--- src/rtl/control_multicycle.sv ---
// control_multicycle
//   Multi-cycle control unit for the 16-opcode core. Each instruction is
//   sequenced through FETCH, DECODE, EXEC, MEM and WB, and only visits the
//   states its opcode needs. Memory accesses (FETCH and MEM) complete either
//   on a req/ack handshake with a timeout, or after a fixed number of cycles.
//
//   state | meaning
//   ------+----------------------------------------------------------
//   0     | FETCH  : instruction read, address from PC
//   1     | DECODE : decode outputs valid, one cycle
//   2     | EXEC   : ALU / branch resolution, one cycle
//   3     | MEM    : data read (lw) or write (sw), address from ALU
//   4     | WB     : register-file write-back, one cycle
//
// Ports
//   clk, reset                 clock (rising edge), async active-low reset
//   opcode, eq, mem_ack        IR opcode field, ALU equality, memory done pulse
//   M13, M2, M457, M6, ALU     datapath mux selects and ALU operation
//   mem_req, change_address_flag, instruction_flag, pc_flag,
//   wr_en_rf, wr_en            memory and datapath strobes
//   state                      current state code
//   bus_err                    sticky memory-timeout flag
module control_multicycle #(
    parameter int OPC_W         = 4,
    parameter int ALU_W         = 4,
    parameter int MEM_HANDSHAKE = 1,
    parameter int MEM_LAT       = 2,
    parameter int MEM_TIMEOUT   = 15
) (
    input  logic             clk,
    input  logic             reset,
    input  logic [OPC_W-1:0] opcode,
    input  logic             eq,
    input  logic             mem_ack,
    output logic             M13,
    output logic             M2,
    output logic             M457,
    output logic             M6,
    output logic [ALU_W-1:0] ALU,
    output logic             mem_req,
    output logic             change_address_flag,
    output logic             instruction_flag,
    output logic             pc_flag,
    output logic             wr_en_rf,
    output logic             wr_en,
    output logic [2:0]       state,
    output logic             bus_err
);

    localparam int CNT_MAX = (MEM_LAT > MEM_TIMEOUT) ? MEM_LAT : MEM_TIMEOUT;
    localparam int CNT_W   = $clog2(CNT_MAX + 1);

    typedef enum logic [2:0] {
        S_FETCH  = 3'd0,
        S_DECODE = 3'd1,
        S_EXEC   = 3'd2,
        S_MEM    = 3'd3,
        S_WB     = 3'd4
    } state_t;

    state_t           r_state;
    state_t           w_state_nxt;
    logic [CNT_W-1:0] r_cnt;
    logic [CNT_W-1:0] w_cnt_nxt;
    logic             r_bus_err;

    logic [3:0]       w_op4;
    logic             w_nop;
    logic             w_is_j, w_is_beq, w_is_bne, w_is_lw, w_is_sw;
    logic             w_access;
    logic             w_done;
    logic             w_tout;
    logic             w_dec_m457, w_dec_m6;
    logic [3:0]       w_dec_alu;

    assign w_op4    = opcode[3:0];
    // Any set bit above the 4-bit opcode turns the instruction into a NOP.
    assign w_nop    = (opcode >> 4) != '0;
    assign w_is_j   = !w_nop && (w_op4 == 4'h7);
    assign w_is_beq = !w_nop && (w_op4 == 4'h8);
    assign w_is_bne = !w_nop && (w_op4 == 4'h9);
    assign w_is_lw  = !w_nop && (w_op4 == 4'hE);
    assign w_is_sw  = !w_nop && (w_op4 == 4'hF);

    assign w_access = (r_state == S_FETCH) || (r_state == S_MEM);

    // r_cnt counts cycles already spent in the access state, so the N-th
    // cycle is the one where r_cnt == N-1. An ack in the timeout cycle wins.
    assign w_done = w_access && ((MEM_HANDSHAKE != 0) ? mem_ack
                                 : (r_cnt == CNT_W'(MEM_LAT - 1)));
    assign w_tout = w_access && (MEM_HANDSHAKE != 0) && !mem_ack
                    && (r_cnt == CNT_W'(MEM_TIMEOUT - 1));

    always_comb begin
        w_dec_m457 = 1'b0;
        w_dec_m6   = 1'b0;
        w_dec_alu  = 4'h0;
        if (!w_nop) begin
            case (w_op4)
                4'h0, 4'h1, 4'h2, 4'h3, 4'h4, 4'h5, 4'h6: begin
                    w_dec_m457 = 1'b1;
                    w_dec_alu  = w_op4;
                end
                4'hA, 4'hB, 4'hD: begin
                    w_dec_m457 = 1'b1;
                    w_dec_m6   = 1'b1;
                    w_dec_alu  = w_op4;
                end
                4'hC: begin
                    w_dec_m457 = 1'b1;
                    w_dec_m6   = 1'b1;
                    w_dec_alu  = 4'h4;
                end
                4'hE, 4'hF: begin
                    w_dec_m6   = 1'b1;
                    w_dec_alu  = 4'h4;
                end
                default: ;
            endcase
        end
    end

    always_ff @(posedge clk or negedge reset) begin
        if (!reset) begin
            r_state   <= S_FETCH;
            r_cnt     <= '0;
            r_bus_err <= 1'b0;
        end else begin
            r_state   <= w_state_nxt;
            r_cnt     <= w_cnt_nxt;
            if (w_tout)
                r_bus_err <= 1'b1;
        end
    end

    always_comb begin
        w_state_nxt = r_state;
        case (r_state)
            S_FETCH: begin
                if (w_done)
                    w_state_nxt = S_DECODE;
            end
            S_DECODE: w_state_nxt = S_EXEC;
            S_EXEC: begin
                if (w_nop || w_is_j || w_is_beq || w_is_bne)
                    w_state_nxt = S_FETCH;
                else if (w_is_lw || w_is_sw)
                    w_state_nxt = S_MEM;
                else
                    w_state_nxt = S_WB;
            end
            S_MEM: begin
                if (w_done)
                    w_state_nxt = w_is_lw ? S_WB : S_FETCH;
                else if (w_tout)
                    w_state_nxt = S_FETCH;
            end
            S_WB:    w_state_nxt = S_FETCH;
            default: w_state_nxt = S_FETCH;
        endcase

        // A timeout re-enters FETCH from itself, so it must restart the count.
        w_cnt_nxt = r_cnt;
        if ((w_state_nxt != r_state) || w_tout)
            w_cnt_nxt = '0;
        else if (r_cnt != CNT_W'(CNT_MAX))
            w_cnt_nxt = r_cnt + 1'b1;
    end

    always_comb begin
        M13                 = 1'b0;
        M2                  = 1'b0;
        M457                = 1'b0;
        M6                  = 1'b0;
        ALU                 = '0;
        mem_req             = 1'b0;
        change_address_flag = 1'b0;
        instruction_flag    = 1'b0;
        pc_flag             = 1'b0;
        wr_en_rf            = 1'b0;
        wr_en               = 1'b0;
        if (r_state != S_FETCH) begin
            M457 = w_dec_m457;
            M6   = w_dec_m6;
            ALU  = ALU_W'(w_dec_alu);
        end
        case (r_state)
            S_FETCH: begin
                mem_req             = !w_tout;
                change_address_flag = 1'b1;
                instruction_flag    = w_done;
            end
            S_EXEC: begin
                if (w_is_j) begin
                    M13     = 1'b1;
                    M2      = 1'b1;
                    pc_flag = 1'b1;
                end else if (w_is_beq) begin
                    M2      = eq;
                    pc_flag = 1'b1;
                end else if (w_is_bne) begin
                    M2      = !eq;
                    pc_flag = 1'b1;
                end else if (w_nop) begin
                    pc_flag = 1'b1;
                end
            end
            S_MEM: begin
                mem_req = !w_tout;
                wr_en   = w_is_sw && !w_tout;
                pc_flag = w_is_sw && w_done;
            end
            S_WB: begin
                wr_en_rf = 1'b1;
                pc_flag  = 1'b1;
            end
            default: ;
        endcase
        // The state register already sits in FETCH during reset; keep its
        // request and address select from leaking onto the bus.
        if (!reset) begin
            M13                 = 1'b0;
            M2                  = 1'b0;
            M457                = 1'b0;
            M6                  = 1'b0;
            ALU                 = '0;
            mem_req             = 1'b0;
            change_address_flag = 1'b0;
            instruction_flag    = 1'b0;
            pc_flag             = 1'b0;
            wr_en_rf            = 1'b0;
            wr_en               = 1'b0;
        end
    end

    assign state   = r_state;
    assign bus_err = r_bus_err;

endmodule
--- config.mk ---
export PLATFORM = sky130hd
export DESIGN_NAME = control_multicycle
export DESIGN_NICKNAME = d
export VERILOG_FILES = /design/src/rtl/control_multicycle.sv
export SDC_FILE = /design/constraint.sdc
export NUM_CORES = 1
export LEC_CHECK = 0
export BUFFER_PORTS_ARGS = -buffer_cell sky130_fd_sc_hd__buf_2
export CAP_MARGIN = 15
export CORE_MARGIN = 2
export CORE_UTILIZATION = 42
export CTS_CLUSTER_SIZE = 30
export DETAILED_ROUTE_END_ITERATION = 10
export HOLD_SLACK_MARGIN = 0.1
export PLACE_DENSITY = 0.79
export SYNTH_ARGS = -nofsm -noshare
export SYNTH_HDL_FRONTEND = slang
export SYNTH_SLANG_ARGS = --single-unit
export TNS_END_PERCENT = 5
--- constraint.sdc ---
create_clock -name clk -period 1.5 [get_ports clk]
set_clock_uncertainty 0.05 [all_clocks]
set_input_delay 0.225 -clock clk [delete_from_list [all_inputs] [get_ports clk]]
set_output_delay 0.225 -clock clk [all_outputs]
set_load 0.01 [all_outputs]
# --- After elaboration in Yosys (flattened, before gate mapping) ---
# Cells that the tools add are included.
word_totals:
  ff_bits: 8
  inputBits: 8
  output_inout_bits: 18
  elab_cells: 89
classes:
  add_sub_neg: 1
  eq_ne: 22
  n_mux: 41
  reduce_logical: 22
ops:
  columns: ["operator", "n"]
  rows:
  - ["4-bit == test (second input constant)", 9]
  - ["1-bit 2-to-1 mux", 28]
  - ["3-bit 2-to-1 mux", 6]
  - ["4-bit by 3-bit == test with 1-bit output (second input constant)", 4]
  - ["4-bit 2-to-1 mux", 4]
  - ["3-bit case mux with 4 select lines", 1]
  - ["11-bit OR reduction", 1]
  - ["10-bit OR reduction", 1]
  - ["4-bit by 2-bit == test with 1-bit output (second input constant)", 2]
  - ["4-bit case mux with 2 select lines", 1]
  - ["3-bit by 2-bit == test with 1-bit output (second input constant)", 2]
  - ["6-bit OR reduction", 1]
  - ["1-bit logical AND", 5]
  - ["1-bit logical OR", 5]
  - ["4-bit by 1-bit adder with 4-bit output (second input constant)", 1]
  - ["4-bit by 1-bit == test with 1-bit output (second input constant)", 1]
  - ["4-bit zero test", 1]
  - ["4-bit inequality test (second input constant)", 1]
  - ["3-bit by 1-bit == test with 1-bit output (second input constant)", 1]
  - ["3-bit == test (second input constant)", 1]
  - ["1-bit zero test", 3]
  - ["3-bit zero test", 1]
  - ["3-bit inequality test", 1]
  - ["1-bit case mux with 3 select lines", 1]
  - ["other kinds (4)", 4]

# --- Longest topological paths before layout ---
logic_depth:
  depth_word: 10
  mapped_depth: 5
  mapped_depth_nobuf: 5

# --- Least setup slack after synthesis ---
# Ideal clock, no wire load.
synth_timing:
  path_kind: "register to output"
  from: "reg r_state[2], in the netlist state[2]"
  to: "out instruction_flag"
  t_arrival_ns: 1.297
  required_ns: 1.225
  setup_slack_ns: -0.072
  stages_incl_launch_ff: 5
  n_path_buf: 1
  cell_sequence: "dfrtp_1 clkbuf_1 nand2b_1 nor3_1 and2_1"
synth_via:
  elab_chain_len: 5
synth_rtl:
  columns: ["item", "line", "text"]
  rows:
  - ["start, declared", "61", "state_t r_state;"]
  - ["start signal, assigned", "129", "r_state <= w_state_nxt;"]
  - ["3-bit by 2-bit == test with 1-bit output or 3-bit zero test (tied branches)", "85, 187", null]
  - ["1-bit logical OR", "85", "assign w_access = (r_state == S_FETCH) || (r_state == S_MEM);"]
  - ["1-bit logical AND", "89", "assign w_done = w_access && ((MEM_HANDSHAKE != 0) ? mem_ack"]
  - ["1-bit 2-to-1 mux (*)", "187", "case (r_state)"]
  - ["1-bit 2-to-1 mux (*)", "221", "if (!reset) begin"]
  - ["end, declared", "42", "output logic instruction_flag,"]
# Mark *: on every way between the ends. The rest lies on a longest branch, timed or not.

# --- Final worst setup path ---
layout_timing:
  from: "reg r_cnt[0]"
  to: "out wr_en"
layout_via:
  elab_chain_len: 6
layout_rtl:
  columns: ["item", "line", "text"]
  rows:
  - ["start, declared", "63", "logic [CNT_W-1:0] r_cnt;"]
  - ["start signal, assigned", "130", "r_cnt <= w_cnt_nxt;"]
  - ["4-bit == test", "92", "&& (r_cnt == CNT_W'(MEM_TIMEOUT - 1));"]
  - ["1-bit logical AND", "92", null]
  - ["1-bit zero test", "210", "wr_en = w_is_sw && !w_tout;"]
  - ["1-bit logical AND", "210", null]
  - ["1-bit 2-to-1 mux", "187", null]
  - ["1-bit 2-to-1 mux", "221", null]
  - ["end, declared", "45", "output logic wr_en,"]
# Every way passes these cells.

==> results.sh <==
export IMPL_status="finished with violations"
export IMPL_violations="negative setup slack"
export IMPL_placed_cell_area_um2=949.7
export IMPL_ioPinCount=26
export IMPL_rrSetupSlack_ns=0.06
export IMPL_p_per_area_mw_per_mm2=1344
export IMPL_worst_setup_path_end_kind="output pin"
export IMPL_fin_ws_ns=-0.2595
export IMPL_ys_seq_area_share_pct=29.04
export IMPL_coreArea_mm2=0.001524
export IMPL_fin_setup_tns_ns=-1.648
export IMPL_drive_above_1_share_pct=47.66
export IMPL_worstSkewPairLatency_ns=0.24
export IMPL_yosysTopAreaCellShare_pct=29.04
export IMPL_timing_final_max_slew_violations=0
export IMPL_syn_inst=85
export IMPL_synthesis_area_um2=689.4
export IMPL_max_stage_delay_ns=0.36
export IMPL_cts_buffers=3
export IMPL_area_growth_pct=51.72
export IMPL_gp_congestion=0.7983
export IMPL_crit_family="simple AND/OR/NAND/NOR gates"
export IMPL_drtIter0Drc=21
export IMPL_avgViaCountPerCell=5.576
export IMPL_max_cap_violations=0
export IMPL_critical_path_class="reg -> out"
export IMPL_power_leakage_nw=0.5708
export IMPL_clock_sinks=8
export IMPL_post_route_min_period_ns=1.759
export IMPL_finalPower_w=0.001406
export IMPL_grt_remaining_overflow=0
export IMPL_grt_pass1_wl_um=3256
export IMPL_reg2reg_to="state[0]"
export IMPL_holdCritStartpoint="mem_ack"
export IMPL_yosys_area_top_type="dfrtp_1"
export IMPL_synthArstFlopShare_pct=100.0
export IMPL_die_w_um=44.52
export IMPL_worstMarginPinSlew_ns=0.3561
export IMPL_cts_tree="done"
export IMPL_period_share_pct=117.3
export IMPL_clkTransAtPathRegs_ns=0.05
export IMPL_grt_usage_pct=21.78
export IMPL_fp_row_count=14
export IMPL_worst_path_max_delay_cell="dfrtp_1"
export IMPL_cp_arrival_ns=1.48
export IMPL_cts_root_buf="clkbuf_4"
export IMPL_cp_required_ns=1.22
export IMPL_start_util_pct=45.24
export IMPL_rr_startpoint="state[1]"
export IMPL_startpoint_type="flop"
export IMPL_whs_endpoint="state[0]"
export IMPL_drtPass1Iterations=4
export IMPL_grt_pass1_vias=788
export IMPL_hold_violations=0
export IMPL_nets=140
export IMPL_reg2reg_depth=4
export IMPL_synth_warnings=0
export IMPL_grt_max_degree=12
export IMPL_ys_flop_type="dfrtp_1"
export IMPL_clock_path_buffers=2
export IMPL_design_area_mm2=0.001046
export IMPL_synth_most_common_cell="dfrtp_1"
export IMPL_worst_hold_slack_ns=0.2521
export IMPL_hold_depth=3
export IMPL_rsz0062_at_grt="true"
export IMPL_max_freq_mhz=568.4
export IMPL_synth_common_cells="dfrtp_1 (8), nand2_1 (6), a21oi_1 (5), nand3_1 (5), nor2_1 (5)"
export IMPL_yosys_top_cells_area="dfrtp_1 (29%), o211a_1 (5.8%), a21oi_1 (3.6%), ha_1 (3.6%), nand3_1 (3.6%)"
export IMPL_wl_um=1954
export IMPL_finalSetupViolCount=13
export IMPL_vias=803
export IMPL_ir_drop_mv=0.9142
export IMPL_die_y_um=44.52
export IMPL_timing_slew_headroom_pct=76.04
export IMPL_worstPathCellList="inv_2 -> ha_2 -> and4b_1 -> nor4_2 -> and3_1 -> buf_2"
export IMPL_synth_edf_count=0
export IMPL_n_antenna_cell=0
export IMPL_fillers=125
export IMPL_synth_cell_type_count=36
export IMPL_htree_levels=1
export IMPL_crit_buf_inv=2
export IMPL_ant_nets=0
export IMPL_ys_ff_latch=8
export IMPL_antenna_found_initial=0
export IMPL_crit_fanout=2
export IMPL_drc=0
export IMPL_syn_num_nets=95
export IMPL_syn_avg_cell_area_um2=8.111
export IMPL_place_port_buffers=25
export IMPL_crit_cells=6
export IMPL_hp_class="in -> reg"
export IMPL_dp_hpwl_um=1447
export IMPL_wl_per_cell_um=13.57
export IMPL_dieArea_mm2=0.001982
==> cells in the final DEF, fill, tap and decap left out, types with 4 or more instances in the layout <==
master,count
buf_2,25
buf_4,20
nand2_1,6
dfrtp_1,6
nand3_1,5
a21oi_1,5
nor2_1,5
o211a_1,4
==> layer usage <==
layer  share of wire, %  routed length [um]  track usage, %  up-vias
met1                 41                 804           25.81      374
li1                   -                   -               -      401
met3                5.4                 106           4.082        0
met4                  0                   0           3.636        0
met2                 53                1043           40.58       28
met5                  0                   0               0        -
==> kinds of logic (layout without fill, tap and decap cells) <==
group | count (synthesis) | in the layout | share of synthesized area, %
compound gates | 19 | 19 | 19.24
flops | 8 | 8 | 29.04
simple gates | 43 | 43 | 38.66
xor+xnor | 2 | 2 | 2.541
buf+inv | 11 | 54 | 6.896
fa+ha+maj | 2 | 2 | 3.629
==> through the flow <==
step | utilization (%) | worst slack [ns] | instances
after floorplan | - | -0.05826 | 85
after global placement | 62.32 | -0.09820 | 138
after detailed placement | 62.32 | -0.1235 | 138
after CTS | 66.50 | -0.2694 | 144
after global routing | 68.64 | -0.3972 | 144
final | 68.64 | -0.2595 | 144
==> repair_timing <==
item                                    CTS  global route
hold buffers                              1             0
hold endpoints to repair                  8             0
pin swaps                                 8             3
buffers inserted                          2             0
resized for setup                         5             7
endpoints found under the setup margin   13            17
==> worst register-to-register path, stage by stage, from the launching register on <==
cell and delay (ns):
dfrtp_1 0.41, buf_6 0.16, inv_1 0.06, or4b_4 0.54, a31oi_2 0.14
==> how the worst max path moves through the flow <==
| stage | start | endpoint | slack (ns) |
|---|---|---|---|
| final | r_cnt[0] | wr_en | -0.26 |
| after global routing | r_cnt[0] | wr_en | -0.40 |
| after CTS | r_cnt[0] | wr_en | -0.27 |
| after detailed placement | r_cnt[0] | wr_en | -0.12 |
| after global placement | opcode[1] | M2 | -0.1 |
| after floorplan | r_cnt[0] | wr_en | -0.06 |
==> area by class of cell <==
cell class | instances | area [um2] | share of cell area (%)
Tap cell | 16 | 20.02 | 1.914
Sequential cell | 8 | 202.7 | 19.38
Timing Repair Buffer | 47 | 296.5 | 28.35
Clock buffer | 3 | 22.52 | 2.153
Multi-Input combinational cell | 66 | 489.2 | 46.77
Inverter | 4 | 15.01 | 1.435
==> registers in the layout (all words and copies together), names as in the netlist <==
signal,count
bus_err,1
r_cnt,4
state,3
==> where the power goes <==
group / internal, W / leakage [nW] / switching, W
Combinational: 0.000463 / 0.452 / 0.000442
Sequential: 0.000277 / 0.105 / 0.0000687
Clock: 0.0000910 / 0.0138 / 0.0000648
Note: power is estimated with default switching activity, not from simulation.
